===== src/rtl/rr_arb_pkg.sv =====
// ---------------------------------------------------------------------------
// rr_arb_pkg
// Shared definitions for the 16-requester round-robin arbiter:
//   N_REQ / IDX_W  - requester count and index width
//   state_t        - arbiter FSM states
//   next_idx()     - circular successor of a requester index
// ---------------------------------------------------------------------------
package rr_arb_pkg;

    localparam int N_REQ = 16;
    localparam int IDX_W = 4;

    typedef enum logic {
        IDLE  = 1'b0,
        GRANT = 1'b1
    } state_t;

    // Requester after idx, wrapping N_REQ-1 back to 0.
    function automatic logic [IDX_W-1:0] next_idx(input logic [IDX_W-1:0] idx);
        logic [IDX_W-1:0] nxt;
        if (idx == IDX_W'(N_REQ - 1)) begin
            nxt = '0;
        end else begin
            nxt = idx + IDX_W'(1);
        end
        return nxt;
    endfunction

endpackage : rr_arb_pkg


===== src/rtl/onehot_enc16.sv =====
// ---------------------------------------------------------------------------
// onehot_enc16
// Combinational 16-to-4 one-hot to binary encoder. Same function as the
// downstream encoder datapath, so grant_idx always matches what that
// datapath would compute from the grant vector.
//   onehot  in  16  one-hot (or all-zero) vector
//   idx     out 4   binary index of the set bit; 0 when onehot is zero
// ---------------------------------------------------------------------------
module onehot_enc16
    import rr_arb_pkg::*;
(
    input  logic [N_REQ-1:0] onehot,
    output logic [IDX_W-1:0] idx
);

    // Output bit gi is the OR of every input line whose index has bit gi set.
    generate
        for (genvar gi = 0; gi < IDX_W; gi++) begin : g_bit
            logic [N_REQ-1:0] mask;
            for (genvar gj = 0; gj < N_REQ; gj++) begin : g_mask
                assign mask[gj] = ((gj >> gi) & 1) != 0;
            end
            assign idx[gi] = |(onehot & mask);
        end
    endgenerate

endmodule : onehot_enc16


===== src/rtl/rr_arbiter16.sv =====
// ---------------------------------------------------------------------------
// rr_arbiter16
// Round-robin arbiter sharing one resource among 16 requesters. A grant is
// held until the owner drops its request, or (MAX_HOLD != 0) until it has
// been held MAX_HOLD cycles. The pointer moves to owner+1 on every release
// so the previous owner gets the lowest priority next time.
//   MAX_HOLD     param  max grant length in cycles; 0 disables preemption
//   clock        in  1  rising-edge clock
//   reset_n      in  1  asynchronous active-low reset
//   enable       in  1  allows new grants (does not revoke a held grant)
//   req          in  16 request lines
//   grant        out 16 registered one-hot grant, zero when idle
//   grant_idx    out 4  binary index of the owner, 0 when idle
//   grant_valid  out 1  high while a grant is held
//   preempt      out 1  one-cycle pulse after a timeout revoke
// ---------------------------------------------------------------------------
module rr_arbiter16
    import rr_arb_pkg::*;
#(
    parameter int MAX_HOLD = 0
) (
    input  logic             clock,
    input  logic             reset_n,
    input  logic             enable,
    input  logic [N_REQ-1:0] req,
    output logic [N_REQ-1:0] grant,
    output logic [IDX_W-1:0] grant_idx,
    output logic             grant_valid,
    output logic             preempt
);

    localparam int CNT_W = (MAX_HOLD < 1) ? 1 : $clog2(MAX_HOLD + 1);
    localparam bit PREEMPT_EN = (MAX_HOLD > 0);
    localparam logic [CNT_W-1:0] HOLD_LAST = PREEMPT_EN ? CNT_W'(MAX_HOLD - 1) : '0;

    state_t           state_reg;
    logic [IDX_W-1:0] ptr_reg;
    logic [CNT_W-1:0] hold_cnt_reg;
    logic [N_REQ-1:0] grant_reg;
    logic [IDX_W-1:0] grant_idx_reg;
    logic             grant_valid_reg;
    logic             preempt_reg;

    logic [N_REQ-1:0] req_rot;
    logic [N_REQ-1:0] pick_rot;
    logic [N_REQ-1:0] winner_oh;
    logic [IDX_W-1:0] winner_idx;
    logic             owner_req;

    // Rotate so that bit ptr lands at position 0. The 4-bit index sum wraps
    // modulo 16 on its own.
    generate
        for (genvar gi = 0; gi < N_REQ; gi++) begin : g_rot
            assign req_rot[gi] = req[IDX_W'(gi) + ptr_reg];
        end
    endgenerate

    // Lowest set bit of the rotated vector: x & (-x).
    assign pick_rot = req_rot & (~req_rot + N_REQ'(1));

    // Rotate the winner back into requester numbering.
    generate
        for (genvar gi = 0; gi < N_REQ; gi++) begin : g_unrot
            assign winner_oh[gi] = pick_rot[IDX_W'(gi) - ptr_reg];
        end
    endgenerate

    onehot_enc16 u_enc (
        .onehot (winner_oh),
        .idx    (winner_idx)
    );

    assign owner_req = req[grant_idx_reg];

    always_ff @(posedge clock or negedge reset_n) begin
        if (!reset_n) begin
            state_reg       <= IDLE;
            ptr_reg         <= '0;
            hold_cnt_reg    <= '0;
            grant_reg       <= '0;
            grant_idx_reg   <= '0;
            grant_valid_reg <= 1'b0;
            preempt_reg     <= 1'b0;
        end else begin
            preempt_reg <= 1'b0;
            case (state_reg)
                IDLE: begin
                    if (enable && (|req)) begin
                        state_reg       <= GRANT;
                        grant_reg       <= winner_oh;
                        grant_idx_reg   <= winner_idx;
                        grant_valid_reg <= 1'b1;
                        hold_cnt_reg    <= '0;
                    end
                end
                GRANT: begin
                    // Release is checked first so it wins over a coincident timeout.
                    if (!owner_req || (PREEMPT_EN && (hold_cnt_reg == HOLD_LAST))) begin
                        state_reg       <= IDLE;
                        grant_reg       <= '0;
                        grant_idx_reg   <= '0;
                        grant_valid_reg <= 1'b0;
                        hold_cnt_reg    <= '0;
                        ptr_reg         <= next_idx(grant_idx_reg);
                        preempt_reg     <= owner_req;
                    end else if (hold_cnt_reg != '1) begin
                        hold_cnt_reg <= hold_cnt_reg + CNT_W'(1);
                    end
                end
                default: begin
                    state_reg <= IDLE;
                end
            endcase
        end
    end

    assign grant       = grant_reg;
    assign grant_idx   = grant_idx_reg;
    assign grant_valid = grant_valid_reg;
    assign preempt     = preempt_reg;

endmodule : rr_arbiter16


===== config.mk =====
export PLATFORM = sky130hd
export DESIGN_NAME = rr_arbiter16
export DESIGN_NICKNAME = d
export VERILOG_FILES = /design/src/rtl/rr_arb_pkg.sv /design/src/rtl/onehot_enc16.sv /design/src/rtl/rr_arbiter16.sv
export SDC_FILE = /design/constraint.sdc
export NUM_CORES = 1
export LEC_CHECK = 0
export CORE_MARGIN = 2
export CORE_UTILIZATION = 28
export CTS_CLUSTER_DIAMETER = 100
export DETAILED_ROUTE_END_ITERATION = 16
export SLEW_MARGIN = 20
export SYNTH_ARGS = -nofsm -noshare
export SYNTH_HDL_FRONTEND = slang
export SYNTH_SLANG_ARGS = --single-unit

===== constraint.sdc =====
create_clock -name clock -period 9.8 [get_ports clock]
set_input_delay 2.94 -clock clock [delete_from_list [all_inputs] [get_ports clock]]
set_output_delay 2.94 -clock clock [all_outputs]
set_load 0.005 [all_outputs]

# After elaboration in Yosys (flattened, before gate mapping)
# Cells that the tools add are included.
# totals
regBits,26
in_bits,19
out_inout_bits,22
# classes
n_addsub,33
magnitude_cmp,33
eq_ne,3
mux,79
bitwise_logic,4
n_reduce_logical,8
# ops
operator,count
"< comparator 4 x 5 -> 1 bit, second input constant",33
binary-select mux 1 bit (select 4 bit),33
2-to-1 mux 1 bit,37
"adder 4 bit, first input constant",8
2-to-1 mux 16 bit,2
one-hot mux 16 bit (2 select lines),1
OR reduction 8 bit,4
"subtractor 4 bit, first input constant",8
"adder 16 x 1 -> 16 bit, second input constant",1
"adder 3 x 4 -> 4 bit, first input constant",4
AND 16 bit,1
inverter 16 bit,1
OR reduction 16 bit,1
"subtractor 3 x 4 -> 4 bit, first input constant",4
2-to-1 mux 4 bit,3
"adder 2 x 4 -> 4 bit, first input constant",2
one-hot mux 4 bit (2 select lines),1
"subtractor 1 x 4 -> 4 bit, first input constant",2
"subtractor 2 x 4 -> 4 bit, first input constant",2
"adder 1 x 4 -> 4 bit, first input constant",1
"adder 4 x 1 -> 4 bit, second input constant",1
"== test 4 bit, second input constant",1
"!= test 2 bit, second input constant",2
one-hot mux 1 bit (2 select lines),2
3 further kinds,5

# Logic depth before layout (Yosys ltp)
# Gate-level depths: netlist of run 1.
# depth
ltp_word,11
mapped_depth,18
mapped_depth_nobuf,12

# By module
# A second synthesis of run 1 with hierarchy kept.
# unflattened
cells_unflattened,467
area_unflattened_um2,3980.1
# modules_own_cells
module,n_inst,cells_each,area_per_inst_um2,seq_area_each_um2
rr_arbiter16,1,456,3915.0,650.6
onehot_enc16,1,11,65.1,0.0

# Least setup slack after synthesis of run 1
# Ideal clock, no wire load.
# synth_timing
kind,input port to flip-flop
from,input req[11]
to,"register grant_idx_reg[3], in the netlist grant_idx[3]"
arrival_ns,5.322
required_ns,9.654
path_slack_ns,4.332
cell_stages,9
n_path_buf,0
path_cell_list,mux4_1 > mux4_2 > nand2_1 > a21oi_1 > mux2i_1 > o22ai_1 > or3b_2 > a221oi_1 > a41oi_2
# synth_via
elab_chain_cells,10
# synth_rtl
element,line_no,source
start: declaration,rr_arbiter16.sv:25,"input logic [N_REQ-1:0] req,"
binary-select mux 1 bit (select 4 bit),rr_arbiter16.sv:54,assign req_rot[gi] = req[IDX_W'(gi) + ptr_reg];
2-to-1 mux 1 bit (implied by the code),rr_arbiter16.sv:54,
inverter 16 bit,rr_arbiter16.sv:59,assign pick_rot = req_rot & (~req_rot + N_REQ'(1));
adder 16 x 1 -> 16 bit,rr_arbiter16.sv:59,
AND 16 bit,rr_arbiter16.sv:59,
binary-select mux 1 bit (select 4 bit),rr_arbiter16.sv:64,assign winner_oh[gi] = pick_rot[IDX_W'(gi) - ptr_reg];
2-to-1 mux 1 bit (implied by the code),rr_arbiter16.sv:64,
OR reduction 8 bit,onehot_enc16.sv:23,assign idx[gi] = |(onehot & mask);
2-to-1 mux 4 bit,rr_arbiter16.sv:88,if (enable && (|req)) begin
one-hot mux 4 bit (2 select lines),rr_arbiter16.sv:86,case (state_reg)
end signal: assignment,rr_arbiter16.sv:91,grant_idx_reg <= winner_idx;
end: declaration,rr_arbiter16.sv:40,logic [IDX_W-1:0] grant_idx_reg;
# Several ways; a longest one is shown, not always the timed one. The select of a mux whose other input is x is not followed.
# A chain may end at the register's enable or synchronous reset.

# Final worst setup path of run 1
# layout_timing
from,input req[6]
to,"register grant_idx_reg[3], in the netlist grant_idx[3]"
# Same word-level chain as after synthesis.

==> results of run 1 <==
[layout by cell type (no fill, tap or decap), types with 13 or more instances in the layout]
master           count
o21ai_0             15
nor2_1              21
mux2i_1             33
nand2_1             53
clkdlybuf4s50_1     39
xnor2_1             13
a21oi_1             13
dfrtp_1             26
mux4_2              23
nand3_1             14
[logic make-up (layout without fill, tap and decap cells)]
family,after synthesis,count (layout),synth area share [%]
mux,77,77,33.3
buf+inv,36,59,4.81
simple gates,127,127,18.3
xor+xnor,17,17,4.21
flops,26,26,18.4
fa+ha+maj,9,9,3.18
compound gates,89,89,17.8
other cells,1,1,0.106
[synth_stat cells (3+ instances only)]
cell	instances
nand2_1	53
xor2_1	4
buf_4	4
ha_1	9
nand4_1	3
o221ai_1	3
nand3_1	14
clkbuf_1	14
or3_1	3
nor2b_1	4
buf_2	4
o21ai_0	15
mux2i_4	3
o22ai_1	10
nor4_1	5
mux2i_2	4
o2111ai_1	4
xnor2_1	13
mux4_1	3
mux2_2	8
mux4_2	23
a22oi_1	4
a31oi_1	5
o31a_1	4
nor3_1	7
o21ai_1	10
inv_1	6
a21oi_1	13
mux2i_1	33
dfrtp_1	26
nor2_1	21
[stage by stage]
step	setup slack [ps]	hold slack, ps
floorplan	4330	451
global placement	3260	468
detailed placement	3160	473
CTS	3440	488
global route	3200	491
finish	3410	481
[metal layers]
metal  GRT usage (%)  up-vias  wire length [um]
met5               0        -                 0
met4            3.17        0               232
met3            1.92       22               521
met2            25.4      113              4870
met1            21.6     1593              4510
li1                -     1515                 -
[worst max-delay path, delay by kind of cell]
kind / cells / cell delay (ps)
buffers and inverters: 1 / 510
AOI/OAI and AO/OA: 3 / 640
and+or+nand+nor: 3 / 1020
muxes: 4 / 1420
[cell type report]
| type | instances | area, um2 | share of cell area (%) |
|---|---|---|---|
| Multi-Input combinational cell | 320 | 2720 | 65.6 |
| Inverter | 10 | 37.5 | 0.906 |
| Sequential cell | 26 | 651 | 15.7 |
| Timing Repair Buffer | 45 | 435 | 10.5 |
| Tap cell | 172 | 215 | 5.19 |
| Clock buffer | 4 | 88.8 | 2.14 |
[path summary, 6_finish.rpt]
kind / from / to / slack (ps) / depth (start not counted)
setup reg to reg: ptr_reg[1] / grant_idx[3] / 4860 / 13
hold / removal: grant_valid / grant_valid / 480 / 1
min in group asynchronous: reset_n / grant[8] / 3050 / 2
max in group asynchronous: reset_n / grant_idx[0] / 6490 / 2
setup / recovery: req[6] / grant_idx[3] / 3410 / 11
hold reg to reg: grant_valid / grant_valid / 480 / 1
==> flow_metrics.env, run 1 <==
export IMPL_status="finished clean"
export IMPL_fin_cells=577
export IMPL_dp_cells=573
export IMPL_post_route_period_util_pct=65.2
export IMPL_cts_resized=0
export IMPL_hold_violations=0
export IMPL_cts_sinks=26
export IMPL_clkTransAtPathRegs_ps=60
export IMPL_critPathSlowestCell="nor4_4"
export IMPL_worstPathMaxFanout=13
export IMPL_largest_register_ffs=16
export IMPL_dr_pass1_iters=5
export IMPL_syn_nets=410
export IMPL_synth_top_cell_by_area="dfrtp_1"
export IMPL_antenna_left=0
export IMPL_first_global_vias=3124
export IMPL_criticalPathCategory="in2reg"
export IMPL_core_mm2=0.0125
export IMPL_crit_arrival_ps=6570
export IMPL_postSynthAreaPerCell_um2=9.26
export IMPL_finalCriticalPeriod_ps=6390
export IMPL_area_growth_pct=17.2
export IMPL_clk_latency_ps=260
export IMPL_die_h_um=116
export IMPL_rsz0062_at_grt="false"
export IMPL_wl_per_cell_um=17.6
export IMPL_dp_hpwl_um=7930
export IMPL_io_pins=41
export IMPL_overflow=0
export IMPL_rows=41
export IMPL_start_util_pct=28.4
export IMPL_drv_slew=0
export IMPL_stdcell_area_mm2=0.00415
export IMPL_antenna_cells=0
export IMPL_hold_buffers=0
export IMPL_synth_edf_count=0
export IMPL_io_buffer_count=39
export IMPL_cts_made_buffers=3
export IMPL_drive_gt1_share_pct=16.3
export IMPL_cap_violations=0
export IMPL_tightest_slew_ps=858
export IMPL_placed_cell_area_mm2=0.00406
export IMPL_clock_fmax_mhz=157
export IMPL_synth_area_mm2=0.00354
export IMPL_cts_buffer_depth=2
export IMPL_die_x_um=116
export IMPL_synth_area_leaders="dfrtp_1, mux4_2, mux2i_1, nand2_1, xnor2_1"
export IMPL_cts_tree="built"
export IMPL_num_vias=3243
export IMPL_synth_top_cell_area_share_pct=18.4
export IMPL_ys_flop_type="dfrtp_1"
export IMPL_synth_cells=382
export IMPL_worst_slew_margin_rel_pct=42.8
export IMPL_yosysSeqAreaShare_pct=18.4
export IMPL_skew_ps=2.63
export IMPL_via_per_inst=5.62
export IMPL_startpoint_type="input pin"
export IMPL_yosysWarnings=0
export IMPL_dieArea_mm2=0.0136
export IMPL_clockRootBuffer="clkbuf_16"
export IMPL_finish_utilization_pct=33.3
export IMPL_grt_pass1_wl_um=16400
export IMPL_htree_levels=1
export IMPL_cts_setup_buffers=0
export IMPL_synth_distinct_cells=68
export IMPL_grt_use_total_pct=15.4
export IMPL_grt_max_degree=42
export IMPL_hold_class="reg2reg"
export IMPL_setup_violations_final=0
export IMPL_ys_async_sr_fraction_pct=100
export IMPL_antenna_found_initial=0
export IMPL_num_fill_cells=1277
export IMPL_nNetsFinal=434
export IMPL_first_iter_violations=307
export IMPL_wl_um=10100
export IMPL_gp_congestion=0.940
export IMPL_slowest_delay_ps=660
export IMPL_worstPathRequired_ps=9980
export IMPL_cp_cell_sequence="clkdlybuf4s50_1 > mux4_2 > mux2_2 > mux2_4 > nor4_4 > nand4_2 > a31oi_2 > a22oi_2 > mux2i_1 > nor4b_1 > a41oi_2"
export IMPL_ys_seq_elements=26
export IMPL_cp_end_kind="flip-flop"
export IMPL_setup_tns_ps=0
export IMPL_drc=0
Power of run 1 is not shown: default switching activity piles up to over one toggle a cycle in this logic, so the estimate is an artifact.
==> run 2: changes to the inputs <==
==> constraint.sdc (replaced) <==
create_clock -name clock -period 6.01 [get_ports clock]
set_input_delay 1.803 -clock clock [delete_from_list [all_inputs] [get_ports clock]]
set_output_delay 1.803 -clock clock [all_outputs]
set_load 0.005 [all_outputs]
==> run 2 against run 1 <==
Compared with the run above:
- wire length increased by 0.98%
- die area unchanged
- hold slack improved by 6.8 ps
- utilization increased by 0.12 points
- critical endpoint unchanged
- highest routed layer unchanged
==> flow_metrics.env, run 2 (same netlist as run 1, synthesis figures left out) <==
export IMPL_clock_fmax_mhz=192
export IMPL_wl_per_cell_um=17.7
export IMPL_cp_top_family="multiplexers"
export IMPL_area_growth_pct=17.6
export IMPL_grt_use_total_pct=15.5
export IMPL_rr_startpoint="ptr_reg[1]"
export IMPL_via_per_inst=5.59
export IMPL_worst_slew_margin_rel_pct=41.9
export IMPL_wl_met1_um=4610
export IMPL_num_vias=3237
export IMPL_overflow=0
export IMPL_final_common_cell="nand2_1"
export IMPL_setup_ws_ps=797
export IMPL_tightest_slew_ps=871
export IMPL_hold_path_endpoint="grant_valid"
export IMPL_rows=41
export IMPL_regToRegSetupSlack_ps=1230
export IMPL_clk_latency_ps=260
export IMPL_first_global_vias=3150
export IMPL_worstPathRequired_ps=6190
export IMPL_slowest_delay_ps=660
export IMPL_cp_end_kind="flip-flop"
export IMPL_hold_buffers=0
export IMPL_holdCritStartpoint="grant_valid"
export IMPL_clkTransAtPathRegs_ps=70
export IMPL_nNetsFinal=436
export IMPL_finalCriticalPeriod_ps=5210
export IMPL_cts_tree="built"
export IMPL_io_pins=41
export IMPL_dr_pass1_iters=6
export IMPL_cts_buffer_depth=2
export IMPL_cts_sinks=26
export IMPL_core_mm2=0.0125
export IMPL_status="finished clean"
export IMPL_cts_made_buffers=3
export IMPL_antenna_cells=0
export IMPL_hold_violations=0
export IMPL_die_x_um=116
export IMPL_post_route_period_util_pct=86.7
export IMPL_cts_resized=0
export IMPL_die_h_um=116
export IMPL_htree_levels=1
export IMPL_criticalPathCategory="in2reg"
export IMPL_antenna_left=0
export IMPL_dp_hpwl_um=8030
export IMPL_drive_gt1_share_pct=16.7
export IMPL_io_buffer_count=39
export IMPL_cts_setup_buffers=0
export IMPL_multi_input_area_mm2=0.00272
export IMPL_wl_met2_um=4830
export IMPL_cp_cell_sequence="clkdlybuf4s50_1 > mux4_2 > mux2_2 > mux2_4 > nor4_4 > nand4_2 > a31o_1 > o221ai_1 > o21ai_1 > nor4b_1 > a41oi_2"
export IMPL_routed_top_layer="met4"
export IMPL_register_area_um2=651
export IMPL_hold_path_depth=1
export IMPL_gp_congestion=0.900
export IMPL_hold_class="reg2reg"
export IMPL_wl_um=10200
export IMPL_pre_cts_ws_ps=558
export IMPL_drv_slew=0
export IMPL_rsz0062_at_grt="false"
export IMPL_skew_ps=4.26
export IMPL_rr_worst_depth=14
export IMPL_path_buf_inv=1
export IMPL_layout_common_cells="nand2_1, clkdlybuf4s50_1, mux2i_1, dfrtp_1, mux4_2"
export IMPL_grt_pass1_wl_um=16600
export IMPL_largest_register_ffs=16
export IMPL_num_fill_cells=1277
export IMPL_setup_violations_final=0
export IMPL_dieArea_mm2=0.0136
export IMPL_routed_wl_met3_um=526
export IMPL_clockRootBuffer="clkbuf_16"
export IMPL_crit_arrival_ps=5400
export IMPL_drc=0
export IMPL_worstPathMaxFanout=13
export IMPL_antenna_found_initial=0
export IMPL_setup_tns_ps=0
export IMPL_first_iter_violations=296
export IMPL_startpoint_type="input pin"
export IMPL_grt_max_degree=41
export IMPL_start_util_pct=28.4
export IMPL_worstReg2RegEnd="grant_idx[3]"
export IMPL_cap_violations=0
export IMPL_critPathSlowestCell="nor4_4"
run 2: cell count changes in the layout (fill, tap and decap cells not counted):
cell,previous run,this run
buf_4,6,8
run 2: worst max-delay path by stage:
stage / from / endpoint / slack, ps / cells past startpoint
after detailed placement: req[6] / grant_idx[3] / 560 / 11
after CTS: req[6] / grant_idx[1] / 830 / 11
after floorplan: req[11] / grant_idx[3] / 1680 / 9
after global placement: req[6] / grant_idx[1] / 640 / 11
final: req[6] / grant_idx[3] / 800 / 11
after global routing: req[6] / grant_idx[1] / 530 / 11
run 2: cell type report:
| cell class | instances | share of cell area (%) |
|---|---|---|
| multi-input combinational | 320 | 65.3 |
| sequential | 26 | 15.6 |
| timing repair buffer | 47 | 10.8 |
| tap | 172 | 5.17 |
| clock buffer | 4 | 2.14 |
| inverter | 10 | 0.902 |
run 2: per-layer routing:
metal	track usage (%)	up-vias
li1	-	1516
met1	21.5	1551
met2	25.0	144
met3	2.65	26
met4	4.44	0
met5	0	-
run 2: metrics by stage:
| stage | cell area, um2 | hold WS (ps) | cells | util, % |
|---|---|---|---|---|
| after global routing | 4160 | 516 | 579 | 33.4 |
| after CTS | 4160 | 496 | 579 | 33.4 |
| after floorplan | 3540 | 451 | 382 | - |
| after detailed placement | 4070 | 481 | 575 | 32.7 |
| final | 4160 | 488 | 579 | 33.4 |
| after global placement | 4070 | 469 | 575 | 32.7 |
run 2: worst register-to-register path: stages (launching register included):
cell and delay, ps:
dfrtp_1 320, buf_4 350, inv_1 80, buf_4 200
ha_1 760, mux4_2 460, mux2_2 310, mux2_4 290
nor4_4 660, nand4_2 240, a31o_1 320, o221ai_1 220
o21ai_1 170, nor4b_1 190, a41oi_2 120
Power of run 2 is left out for the same reason.
==> run 3: changes to the inputs <==
--- a/config.mk
+++ b/config.mk
@@ -5,7 +5,7 @@
 export SDC_FILE = /design/constraint.sdc
 export NUM_CORES = 1
 export LEC_CHECK = 0
-export CORE_MARGIN = 2
+export CAP_MARGIN = 5
 export CORE_UTILIZATION = 28
 export CTS_CLUSTER_DIAMETER = 100
 export DETAILED_ROUTE_END_ITERATION = 16
==> run 3 against run 2 <==
Compared with the run above:
- critical path depth stayed put
- non-clock buffer count is 1 lower
- wire length is 3.6% lower
- flip-flop and latch count stayed put
- largest cell class unchanged
- via count is 0.65% higher
- hold slack worse by 6.0 ps
- final area is 0.30% lower
- global-route usage is 0.13 points higher
- critical endpoint unchanged
- register-to-register slack better by 170 ps
- maximum frequency is 0.72% lower
- utilization is 0.73 points higher
- final cell count is 0.86% lower
==> flow_metrics.env, run 3 (same netlist as run 1, synthesis figures left out) <==
export IMPL_cts_made_buffers=3
export IMPL_status="finished clean"
export IMPL_cts_tree="built"
export IMPL_gp_congestion=0.906
export IMPL_tightest_slew_ps=913
export IMPL_dr_pass1_iters=5
export IMPL_antenna_found_initial=0
export IMPL_drive_gt1_share_pct=16.5
export IMPL_cts_sinks=26
export IMPL_rows=40
export IMPL_layout_common_cells="nand2_1, clkdlybuf4s50_1, mux2i_1, dfrtp_1, mux4_2"
export IMPL_finalCriticalPeriod_ps=5250
export IMPL_cts_resized=0
export IMPL_largest_register_ffs=16
export IMPL_crit_arrival_ps=5430
export IMPL_grt_max_degree=41
export IMPL_skew_ps=2.42
export IMPL_drc=0
export IMPL_hold_class="reg2reg"
export IMPL_cts_setup_buffers=0
export IMPL_clock_fmax_mhz=190
export IMPL_dp_hpwl_um=7760
export IMPL_wl_per_cell_um=17.2
export IMPL_holdWs_ps=482
export IMPL_via_per_inst=5.68
export IMPL_grt_use_total_pct=15.6
export IMPL_fin_cells=574
export IMPL_overflow=0
export IMPL_start_util_pct=29.1
export IMPL_num_fill_cells=1245
export IMPL_antenna_cells=0
export IMPL_htree_levels=1
export IMPL_antenna_left=0
export IMPL_cap_violations=0
export IMPL_post_route_period_util_pct=87.4
export IMPL_grt_pass1_wl_um=16300
export IMPL_hold_violations=0
export IMPL_cp_end_kind="flip-flop"
export IMPL_io_buffer_count=39
export IMPL_final_common_cell="nand2_1"
export IMPL_clkTransAtPathRegs_ps=60
export IMPL_io_pins=41
export IMPL_worst_slew_margin_rel_pct=39.1
export IMPL_rsz0062_at_grt="false"
export IMPL_setup_tns_ps=0
export IMPL_clk_latency_ps=260
export IMPL_num_vias=3258
export IMPL_first_iter_violations=327
export IMPL_die_x_um=114
export IMPL_area_growth_pct=17.2
export IMPL_dieArea_mm2=0.0131
export IMPL_hold_buffers=0
export IMPL_die_h_um=114
export IMPL_clockRootBuffer="clkbuf_16"
export IMPL_nNetsFinal=435
export IMPL_worstPathMaxFanout=13
export IMPL_core_mm2=0.0122
export IMPL_setup_violations_final=0
export IMPL_criticalPathCategory="in2reg"
export IMPL_drv_slew=0
export IMPL_cp_cell_sequence="clkdlybuf4s50_1 > mux4_2 > mux2_2 > mux2_4 > nor4_4 > nand4_2 > a31o_1 > o221ai_1 > o21ai_1 > nor4b_1 > a41oi_2"
export IMPL_worstPathRequired_ps=6190
export IMPL_startpoint_type="input pin"
export IMPL_dp_cells=570
export IMPL_critPathSlowestCell="nor4_4"
export IMPL_cts_buffer_depth=2
export IMPL_wl_um=9870
export IMPL_first_global_vias=3153
export IMPL_slowest_delay_ps=640
## run 3: cell types whose count changed in the layout (fill, tap and decap cells not counted)
cell	before	now
buf_4	8	7
## run 3: through the flow
step	cell area, um2	utilization (%)	worst slack (ps)
2_1_floorplan	3540	-	1680
3_3_place_gp	4060	33.4	612
3_5_place_dp	4060	33.4	545
4_1_cts	4150	34.1	802
5_1_grt	4150	34.1	545
6_report	4150	34.1	759
## run 3: path summary, 6_finish.rpt
kind	startpoint	cells past startpoint	end	slack, ps
max	req[10]	11	grant_idx[3]	760
min	grant[10]	2	grant[10]	480
max reg2reg	ptr_reg[1]	13	grant_idx[3]	1400
min reg2reg	grant[10]	2	grant[10]	480
max in group asynchronous	reset_n	2	grant_idx[1]	3850
min in group asynchronous	reset_n	2	grant[1]	1910
## run 3: area by class of cell
cell class / instances / area (um2) / area share, %
multi-input cells: 320 / 2720 / 65.5
clock buffers: 4 / 88.8 / 2.14
inverters: 10 / 37.5 / 0.905
well taps: 168 / 210 / 5.07
flip-flops and latches: 26 / 651 / 15.7
repair buffers: 46 / 443 / 10.7
## run 3: critical path, delay by kind of cell
| family | cells | cell delay [ps] |
|---|---|---|
| compound gates | 4 | 860 |
| buf+inv | 1 | 500 |
| mux | 3 | 1170 |
| simple gates | 3 | 1100 |
## run 3: metal layers
metal  wire length (um)  GRT usage, %
met1               4460          22.0
met2               4650          25.3
met3                545          2.38
met4                220          3.38
met5                  0             0
Power of run 3 is left out for the same reason.
==> RTL change: new RTL, settings of run 1 <==
Set the package constant `N_REQ` to 17 (it was 16).
--- a/src/rtl/rr_arb_pkg.sv
+++ b/src/rtl/rr_arb_pkg.sv
@@ -8,5 +8,5 @@
 package rr_arb_pkg;
 
-    localparam int N_REQ = 16;
+    localparam int N_REQ = 17;
     localparam int IDX_W = 4;
 
Ports: changed (resized grant and req); port bits go from 41 to 43. The function was not compared with the original's and may differ.
==> RTL change against run 1 <==
Global-route usage up 0.16 points. Critical path type unchanged. Final area up 6.5%. Synthesized cell count up 0.52%. Setup slack worse by 0.40 ns. Sequential cell count unchanged. Area after synthesis up 5.7%. Highest routed layer unchanged. Routed wire length up 8.5%.
Power is left out: the tool's default activity adds up to more than one toggle a clock period on the data nets, which glitch-free logic cannot reach.
==> RTL change: results (changes against run 1) <==
outcome finished clean (unchanged); Hold Startpoint grant[6]$_DFFE_PN0P_ (was grant_valid$_DFFE_PN0P_); PostCTS Resize Cnt 0 (unchanged); worst skew pair latency 0.26 ns (about the same); Via density 5.91 (was 5.62); Reg clk slew, reported paths 0.06 ns (about the same); commonest cells in the netlist 40 x mux4_2, 38 x nand2_1, 33 x mux2i_1, 26 x dfrtp_1, 19 x clkbuf_1 (was 53 x nand2_1, 33 x mux2i_1, 26 x dfrtp_1, 23 x mux4_2, 21 x nor2_1); vias in the first global route 3344 (was 3124); XOR/XNOR Fraction of Synth Area 3.68% (was 4.21%); slowest cell delay on critical path 0.57 ns (was 0.66 ns); input/output buffers 41 (was 39); share of cells above drive strength 1 18.8% (was 16.3%); Nets 440 (was 434); Compound-Gate Fraction of Synth Area 17.1% (was 17.8%); critical path fanouts, max 7 (was 13); drt first pass iters 5 (unchanged); CP Launch Point req[2] (was req[6]); Clock Path Buffers 2 (unchanged); global placement routability congestion 0.912 (was 0.940); DRT iter0 DRCs 244 (was 307); Slowest-stage cell, CP mux4_2 (was nor4_4); Yosys warning total 0 (unchanged); clk_skew 0.00463 ns (was 0.00263 ns); antenna cells 0 (unchanged); Setup Buffers After CTS 0 (unchanged); post-synthesis mux area share 38.3% (was 33.3%); post-synth cell types 64 (was 68); largest net degree at the start of global routing 47 (was 42); post-synthesis sequential area ratio 17.4% (was 18.4%); Main synth FF type dfrtp_1 (unchanged); Worst Tran Pin Value 0.819 ns (was 0.858 ns); asr flop ratio synth 100% (unchanged); hold crit path type reg2reg (unchanged); antenna violations before repair 0 (unchanged); Total Routing Usage GR 15.5% (was 15.4%); Routed WL per cell 18.8 µm (was 17.6 µm); clk root buf clkbuf_16 (unchanged); Arrival @ worst endpoint 6.96 ns (was 6.57 ns); largest cells by area after synthesis mux4_2 24%, dfrtp_1 17%, mux2i_1 8.8% (was dfrtp_1 18%, mux4_2 15%, mux2i_1 9.3%); fill count 1371 (was 1277); reg2reg start ptr_reg[0]$_DFFE_PN0P_ (was ptr_reg[1]$_DFFE_PN0P_); syn_nets 414 (was 410); post-DP HPWL 8480 µm (was 7930 µm); CTS Buf Count 3 (unchanged); adder-cell area share of the yosys netlist 3.35% (was 3.18%); first-pass GRT wire length 18000 µm (was 16400 µm); H-tree levels 1 (unchanged); max FFs per register 16 (unchanged)
[RTL change: changes by cell type in the layout (fill, tap and decap cells not counted), moves of 4 or more]
cell	delta
mux4_2	+17
nand2_1	-15
o21ai_1	-9
mux2_2	+8
o211ai_1	+6
a211oi_1	+5
inv_1	+5
nand3_1	-5
xnor2_1	-5
mux2i_2	-4
nand4_1	+4
nor2_1	-4
o31a_1	-4
[RTL change: path summary, 6_finish.rpt]
path,endpoint,slack (ns),cells past startpoint
min in group asynchronous,grant[2]$_DFFE_PN0P_,3.06,2
setup / recovery,grant_idx[3]$_DFFE_PN0P_,3.02,10
hold / removal,grant[6]$_DFFE_PN0P_,0.48,2
setup reg to reg,grant_idx[2]$_DFFE_PN0P_,4.24,12
max in group asynchronous,grant_idx[0]$_DFFE_PN0P_,6.49,2
hold reg to reg,grant[6]$_DFFE_PN0P_,0.48,2
[RTL change: worst max-delay path, delay by kind of cell]
kind / cells / cell delay (ns)
compound gates: 3 / 0.74
simple gates: 4 / 1.70
buf+inv: 1 / 0.52
mux: 2 / 1.06
[RTL change: per-stage QoR]
stage	hold WS (ns)	util [%]	instances	setup WS, ns	cell area, µm²
2_1_floorplan	0.446	-	384	3.51	3740
3_3_place_gp	0.464	32.7	581	2.85	4300
3_5_place_dp	0.476	32.7	581	2.75	4300
4_1_cts	0.491	33.5	585	3.04	4410
5_1_grt	0.512	33.6	585	2.82	4410
6_report	0.480	33.6	585	3.02	4410
[RTL change: cell families (layout without fill, tap and decap cells)]
family / after synthesis / count (layout)
compound gates: 91 / 91
xor+xnor: 14 / 14
fa+ha+maj: 10 / 10
buf+inv: 41 / 66
flops: 26 / 26
mux: 91 / 91
other cells: 1 / 1
simple gates: 110 / 110
[RTL change: per-layer routing]
metal | global-route usage [%] | wire length (µm)
met5 | 0 | 0
met4 | 4.49 | 237
met3 | 1.38 | 622
met2 | 25.8 | 5380
met1 | 21.7 | 4770
[RTL change: area by class of cell]
type,count,area [µm²],area share (%)
Sequential cell,26,651,14.7
Clock buffer,3,75.1,1.70
Inverter,15,56.3,1.28
Timing Repair Buffer,47,455,10.3
Clock inverter,1,30.0,0.680
Tap cell,176,220,4.99
Multi-Input combinational cell,317,2930,66.3
